===== src/rtl/uart_loopback_if.sv =====
`default_nettype none
// +--------------------------------------------------------------------+
// | Module : uart_loopback_if                                          |
// | Desc   : Serial line and status signals of the UART echo block.   |
// | Rev    : 1.0                                                       |
// +--------------------------------------------------------------------+
interface uart_loopback_if;
    logic       i_UART_RX;
    logic       o_UART_TX;
    logic       o_Rx_DV;
    logic [7:0] o_Rx_Byte;
    logic       o_Tx_Active;
    logic       o_Tx_Done;

    modport slave (
        input  i_UART_RX,
        output o_UART_TX, o_Rx_DV, o_Rx_Byte, o_Tx_Active, o_Tx_Done
    );

    modport master (
        output i_UART_RX,
        input  o_UART_TX, o_Rx_DV, o_Rx_Byte, o_Tx_Active, o_Tx_Done
    );
endinterface
`default_nettype wire


===== src/rtl/uart_loopback.sv =====
`default_nettype none
// +--------------------------------------------------------------------+
// | Module : uart_loopback                                             |
// | Desc   : 8N1 UART receiver, one-byte pending buffer and echoing   |
// |          transmitter with a fixed clock-to-baud divider.           |
// | Rev    : 1.0                                                       |
// +--------------------------------------------------------------------+
module uart_loopback #(
    parameter int CLKS_PER_BIT = 868
) (
    input  wire logic       i_Clk,
    input  wire logic       i_Rst,
    uart_loopback_if.slave  u_if
);
    localparam int               c_CW       = $clog2(CLKS_PER_BIT) + 1;
    localparam logic [c_CW-1:0]  c_BIT_LAST = c_CW'(CLKS_PER_BIT - 1);
    localparam logic [c_CW-1:0]  c_PRE_LAST = c_CW'(CLKS_PER_BIT - 2);
    localparam logic [c_CW-1:0]  c_HALF     = c_CW'((CLKS_PER_BIT - 1) / 2);

    typedef enum logic [2:0] {
        ST_IDLE    = 3'd0,
        ST_START   = 3'd1,
        ST_DATA    = 3'd2,
        ST_STOP    = 3'd3,
        ST_CLEANUP = 3'd4
    } state_t;

    logic            r_rx_meta;
    logic            r_rx_sync;
    state_t          r_rx_state;
    logic [c_CW-1:0] r_rx_cnt;
    logic [2:0]      r_rx_idx;
    logic [7:0]      r_rx_byte;
    logic            r_rx_dv;

    logic            r_pend;
    logic [7:0]      r_pend_byte;

    state_t          r_tx_state;
    logic [c_CW-1:0] r_tx_cnt;
    logic [2:0]      r_tx_idx;
    logic [7:0]      r_tx_data;
    logic            r_tx;
    logic            r_tx_active;
    logic            r_tx_done;

    logic            w_tx_accept;

    assign w_tx_accept = (r_tx_state == ST_IDLE) && r_pend;

    // Receiver: start edge qualified at half a bit, then one sample per bit period.
    always_ff @(posedge i_Clk) begin
        if (i_Rst) begin
            r_rx_meta  <= 1'b1;
            r_rx_sync  <= 1'b1;
            r_rx_state <= ST_IDLE;
            r_rx_cnt   <= '0;
            r_rx_idx   <= '0;
            r_rx_byte  <= '0;
            r_rx_dv    <= 1'b0;
        end else begin
            r_rx_meta <= u_if.i_UART_RX;
            r_rx_sync <= r_rx_meta;
            r_rx_dv   <= 1'b0;
            case (r_rx_state)
                ST_IDLE: begin
                    r_rx_cnt <= '0;
                    r_rx_idx <= '0;
                    if (!r_rx_sync)
                        r_rx_state <= ST_START;
                end
                ST_START: begin
                    if (r_rx_cnt == c_HALF) begin
                        r_rx_cnt   <= '0;
                        r_rx_state <= r_rx_sync ? ST_IDLE : ST_DATA;
                    end else begin
                        r_rx_cnt <= r_rx_cnt + 1'b1;
                    end
                end
                ST_DATA: begin
                    if (r_rx_cnt == c_BIT_LAST) begin
                        r_rx_cnt            <= '0;
                        r_rx_byte[r_rx_idx] <= r_rx_sync;
                        if (r_rx_idx == 3'd7) begin
                            r_rx_idx   <= '0;
                            r_rx_state <= ST_STOP;
                        end else begin
                            r_rx_idx <= r_rx_idx + 3'd1;
                        end
                    end else begin
                        r_rx_cnt <= r_rx_cnt + 1'b1;
                    end
                end
                ST_STOP: begin
                    // Stop level is deliberately not checked; the byte is delivered regardless.
                    if (r_rx_cnt == c_BIT_LAST) begin
                        r_rx_cnt   <= '0;
                        r_rx_dv    <= 1'b1;
                        r_rx_state <= ST_CLEANUP;
                    end else begin
                        r_rx_cnt <= r_rx_cnt + 1'b1;
                    end
                end
                ST_CLEANUP: r_rx_state <= ST_IDLE;
                default:    r_rx_state <= ST_IDLE;
            endcase
        end
    end

    // A new byte wins over one still waiting, even when the transmitter accepts the old one.
    always_ff @(posedge i_Clk) begin
        if (i_Rst) begin
            r_pend      <= 1'b0;
            r_pend_byte <= '0;
        end else if (r_rx_dv) begin
            r_pend      <= 1'b1;
            r_pend_byte <= r_rx_byte;
        end else if (w_tx_accept) begin
            r_pend <= 1'b0;
        end
    end

    always_ff @(posedge i_Clk) begin
        if (i_Rst) begin
            r_tx_state  <= ST_IDLE;
            r_tx_cnt    <= '0;
            r_tx_idx    <= '0;
            r_tx_data   <= '0;
            r_tx        <= 1'b1;
            r_tx_active <= 1'b0;
            r_tx_done   <= 1'b0;
        end else begin
            r_tx_done <= 1'b0;
            case (r_tx_state)
                ST_IDLE: begin
                    r_tx     <= 1'b1;
                    r_tx_cnt <= '0;
                    r_tx_idx <= '0;
                    if (r_pend) begin
                        r_tx_data   <= r_pend_byte;
                        r_tx_active <= 1'b1;
                        r_tx        <= 1'b0;
                        r_tx_state  <= ST_START;
                    end
                end
                ST_START: begin
                    if (r_tx_cnt == c_BIT_LAST) begin
                        r_tx_cnt   <= '0;
                        r_tx       <= r_tx_data[0];
                        r_tx_state <= ST_DATA;
                    end else begin
                        r_tx_cnt <= r_tx_cnt + 1'b1;
                    end
                end
                ST_DATA: begin
                    if (r_tx_cnt == c_BIT_LAST) begin
                        r_tx_cnt <= '0;
                        if (r_tx_idx == 3'd7) begin
                            r_tx_idx   <= '0;
                            r_tx       <= 1'b1;
                            r_tx_state <= ST_STOP;
                        end else begin
                            r_tx_idx  <= r_tx_idx + 3'd1;
                            r_tx      <= r_tx_data[1];
                            r_tx_data <= r_tx_data >> 1;
                        end
                    end else begin
                        r_tx_cnt <= r_tx_cnt + 1'b1;
                    end
                end
                ST_STOP: begin
                    if (r_tx_cnt == c_BIT_LAST) begin
                        r_tx_cnt   <= '0;
                        r_tx_state <= ST_CLEANUP;
                    end else begin
                        r_tx_cnt <= r_tx_cnt + 1'b1;
                        // Registered one early so the pulse coincides with the final stop cycle.
                        if (r_tx_cnt == c_PRE_LAST) begin
                            r_tx_done   <= 1'b1;
                            r_tx_active <= 1'b0;
                        end
                    end
                end
                ST_CLEANUP: begin
                    r_tx       <= 1'b1;
                    r_tx_state <= ST_IDLE;
                end
                default: r_tx_state <= ST_IDLE;
            endcase
        end
    end

    assign u_if.o_UART_TX   = r_tx;
    assign u_if.o_Rx_DV     = r_rx_dv;
    assign u_if.o_Rx_Byte   = r_rx_byte;
    assign u_if.o_Tx_Active = r_tx_active;
    assign u_if.o_Tx_Done   = r_tx_done;
endmodule
`default_nettype wire


===== src/flat_wrapper.sv =====
// flat-port wrapper written by rule: the top's interface ports become plain ports
module uart_loopback_flat 
#(
    parameter int CLKS_PER_BIT = 868
)
  (i_Clk, i_Rst, u_if_i_UART_RX, u_if_o_UART_TX, u_if_o_Rx_DV, u_if_o_Rx_Byte, u_if_o_Tx_Active, u_if_o_Tx_Done);
  uart_loopback_if u_if_i ();
  input  wire logic i_Clk;
  input  wire logic i_Rst;
  input wire logic [$bits(u_if_i.i_UART_RX)-1:0] u_if_i_UART_RX;
  output wire logic [$bits(u_if_i.o_UART_TX)-1:0] u_if_o_UART_TX;
  output wire logic [$bits(u_if_i.o_Rx_DV)-1:0] u_if_o_Rx_DV;
  output wire logic [$bits(u_if_i.o_Rx_Byte)-1:0] u_if_o_Rx_Byte;
  output wire logic [$bits(u_if_i.o_Tx_Active)-1:0] u_if_o_Tx_Active;
  output wire logic [$bits(u_if_i.o_Tx_Done)-1:0] u_if_o_Tx_Done;
  assign u_if_i.i_UART_RX = u_if_i_UART_RX;
  assign u_if_o_UART_TX = u_if_i.o_UART_TX;
  assign u_if_o_Rx_DV = u_if_i.o_Rx_DV;
  assign u_if_o_Rx_Byte = u_if_i.o_Rx_Byte;
  assign u_if_o_Tx_Active = u_if_i.o_Tx_Active;
  assign u_if_o_Tx_Done = u_if_i.o_Tx_Done;
  uart_loopback #(.CLKS_PER_BIT(CLKS_PER_BIT)) u_core (.i_Clk(i_Clk), .i_Rst(i_Rst), .u_if(u_if_i));
endmodule

===== config.mk =====
export PLATFORM = sky130hd
export DESIGN_NAME = uart_loopback_flat
export DESIGN_NICKNAME = d
export VERILOG_FILES = /design/src/rtl/uart_loopback_if.sv /design/src/rtl/uart_loopback.sv /design/src/flat_wrapper.sv
export SDC_FILE = /design/constraint.sdc
export NUM_CORES = 1
export LEC_CHECK = 0
export ABC_AREA = 1
export BUFFER_PORTS_ARGS = -buffer_cell sky130_fd_sc_hd__buf_4
export CORE_MARGIN = 3
export CORE_UTILIZATION = 60
export CTS_BUF_LIST = sky130_fd_sc_hd__clkbuf_4 sky130_fd_sc_hd__clkbuf_8
export DETAILED_ROUTE_END_ITERATION = 12
export GPL_ROUTABILITY_DRIVEN = 0
export GPL_TIMING_DRIVEN = 0
export HOLD_SLACK_MARGIN = 0.08
export PLACE_DENSITY = 0.86
export SETUP_SLACK_MARGIN = 0.15
export SLEW_MARGIN = 5
export SYNTH_ARGS = -nofsm -noshare
export SYNTH_HDL_FRONTEND = slang
export SYNTH_SLANG_ARGS = --single-unit

===== constraint.sdc =====
create_clock -name i_Clk -period 2 [get_ports i_Clk]
set_input_delay 0.4 -clock i_Clk [delete_from_list [all_inputs] [get_ports i_Clk]]
set_output_delay 0.4 -clock i_Clk [all_outputs]
set_load 0.05 [all_outputs]

==> metrics.yaml <==
cts_buffers: 9
dr_wl_met2_um: 3290
filler_cell_count: 421
grt_pass1_wl_um: 12400
first_iter_violations: 144
seqPwrFrac: 0.438
cts_tree: "yes"
crit_path_start_kind: "register"
grt_pass1_vias: 2928
crit_path_end_kind: "register"
wl_met1_um: 3170
hold_viol_final: 0
avgSynthCellArea_um2: 6.95
rows: 25
fin_crit_sh: 0.806
track_usage: 0.247
combPwrFrac: 0.206
setup_viol: 0
synthAdderAreaFrac: 0.0312
cts.sinks: 65
worst_slew_pin_slew_ps: 586
stdcell_area_um2: 3610
cp.required_ps: 2280
first_pass_iters: 4
vias_per_cell: 5.28
layout-drive-gt1-share: 0.148
switchingPower_mw: 1.03
fin_setup_tns_ps: 0
syn-num-nets: 473
synthFlopType: "dfxtp_1"
ys_types: 37
max_freq_ghz: 0.620
synth_xor_area_frac: 0.0164
htreeDepth: 3
synth_warnings: 0
yosys.area_share.simple: 0.367
dp_slack_ps: 384
nNetsFinal: 498
syn-instance-count: 462
maxSlewViolCount: 0
period_needed_ps: 1610
fin_worst_skew_ps: 5.76
grt_max_degree: 11
swShare: 0.309
ir_worst_vdd_v: 0.000793
root_buffer: "clkbuf_8"
synthArstFlopShare: 0
start_util: 0.649
internal-power_mw: 2.29
chipWidth_um: 79.1
clkLatencyLatePin_ps: 340
dp_hpwl_um: 4850
synth_compound_area_frac: 0.0975
overflow: 0
setup_ws_ps: 387
timing_worst_setup_path_type: "register to register"
p_leak_nw: 1.54
cts_setup_buffers: 0
syn_to_final_growth_pct: 12.6
hold_buffers: 0
wl_per_cell_um: 12.3
rsz0062_at_grt: "no"
final_cell_mix: "nand2_1 (112), nor2_1 (70), dfxtp_1 (65)"
crit_arrival_ps: 1890
die_area_um2: 6260
p_total_mw: 3.32
die_y_um: 79.1
top_layer: "met4"
io_pins: 15
clk_path_buf_depth: 2
slew-limit-headroom: 0.609
path_clk_slew_ps: 60
synth-seq-area-share: 0.405
port_buffers: 14
dr_wl_met3_um: 311
synth_top_family_by_area: "simple AND/OR/NAND/NOR gates"
antenna_found_initial: 0
core_area_um2: 4940
powerDensity_nw_per_um2: 917
postRouteAntennaNets: 0
path_max_fanout: 4
placed_area_um2: 3400
cts-resized-gates: 0
synth_edf_count: 0
routed_wl_um: 6850
clkPwrFrac: 0.356
layout_commonest_cell: "nand2_1"
ys_seq_elements: 65
max-cap-violations: 0
netlist_area_um2: 3210
status: "complete, no violations"
vias: 2953
diodes: 0
post-route-util: 0.731
synthMuxAreaShare: 0
holdCritPathClass: "input port to register"
drc: 0
-- worst paths after layout --
| kind | endpoint | from | cells after the start | slack [ps] |
|---|---|---|---|---|
| hold / removal | u_core.r_rx_meta | u_if_i_UART_RX | 2 | 240 |
| setup reg to reg | u_core.r_rx_cnt[10] | u_core.r_rx_cnt[0] | 9 | 390 |
| hold reg to reg | u_core.r_rx_sync | u_core.r_rx_meta | 1 | 410 |
| setup / recovery | u_core.r_rx_cnt[10] | u_core.r_rx_cnt[0] | 9 | 390 |
-- critical path: stages (launching register included) --
cell	delay (ps)
dfxtp_1	400
ha_1	220
nand2_1	90
nor2_1	200
nand2_1	100
nor2_1	170
nand3_1	90
o21bai_1	140
nand2_1	60
nor2_1	70
-- state kept, by name (all words and copies together), names as in the netlist, 3 cells and up --
| signal | count |
|---|---|
| u_core.r_pend_byte | 8 |
| u_core.r_rx_cnt | 11 |
| u_core.r_rx_idx | 3 |
| u_core.r_rx_state | 3 |
| u_core.r_tx_cnt | 11 |
| u_core.r_tx_data | 8 |
| u_core.r_tx_idx | 3 |
| u_core.r_tx_state | 3 |
| u_core.u_if.o_Rx_Byte | 8 |
-- per-stage QoR --
step | hold WS [ps] | std cells
floorplan | 389 | 462
global placement | 400 | 543
detailed placement | 403 | 543
CTS | 230 | 559
global route | 243 | 559
finish | 244 | 559
-- synth_stat cells, types with 2 or more instances --
cell type / number / share of area
inv_1: 39 / 0.046
nand3_2: 2 / 0.0062
nor2_2: 4 / 0.0078
inv_2: 10 / 0.012
clkbuf_1: 6 / 0.0070
buf_2: 2 / 0.0031
nand4_1: 5 / 0.0097
nand3_1: 35 / 0.055
nor3b_2: 2 / 0.0078
o211ai_1: 2 / 0.0047
ha_1: 8 / 0.031
nor2_1: 70 / 0.082
a21oi_1: 27 / 0.042
nand2_1: 112 / 0.13
nor3_1: 12 / 0.019
nor2_4: 4 / 0.014
o21ai_0: 15 / 0.023
nand2_2: 7 / 0.014
or2_2: 3 / 0.0058
o21ai_1: 11 / 0.017
clkinv_1: 2 / 0.0023
xor2_1: 5 / 0.014
dfxtp_1: 65 / 0.41
-- cell type report --
class / count / area (µm²) / share of cell area
Multi-Input combinational cell: 334 / 1640 / 0.455
Sequential cell: 65 / 1300 / 0.360
Inverter: 52 / 198 / 0.0547
Clock buffer: 14 / 180 / 0.0499
Timing Repair Buffer: 14 / 105 / 0.0291
Tap cell: 67 / 83.8 / 0.0232
Buffer: 11 / 66.3 / 0.0184
Clock inverter: 2 / 35.0 / 0.00970
-- layer usage --
layer | vias to the layer above | GRT usage
met1 | 1367 | 0.295
met4 | 0 | 0.0893
met3 | 10 | 0.0737
met2 | 51 | 0.418
met5 | - | 0
li1 | 1525 | -
-- power groups by stage --
stage | Sequential [mW] | Clock (mW) | Combinational (mW)
6_report | 1.45 | 1.18 | 0.682
5_1_grt | 1.46 | 1.26 | 0.781
4_1_cts | 1.45 | 1.20 | 0.673
3_5_place_dp | 1.48 | 0 | 0.663
3_3_place_gp | 1.47 | 0 | 0.648
2_1_floorplan | 1.49 | 0 | 0.511
-- cells by family after synthesis --
family	after synthesis
compound gates	59
simple gates	261
buf+inv	63
fa+ha+maj	8
flops	65
xor+xnor	6
No activity file was read; power rests on OpenSTA's default activity.
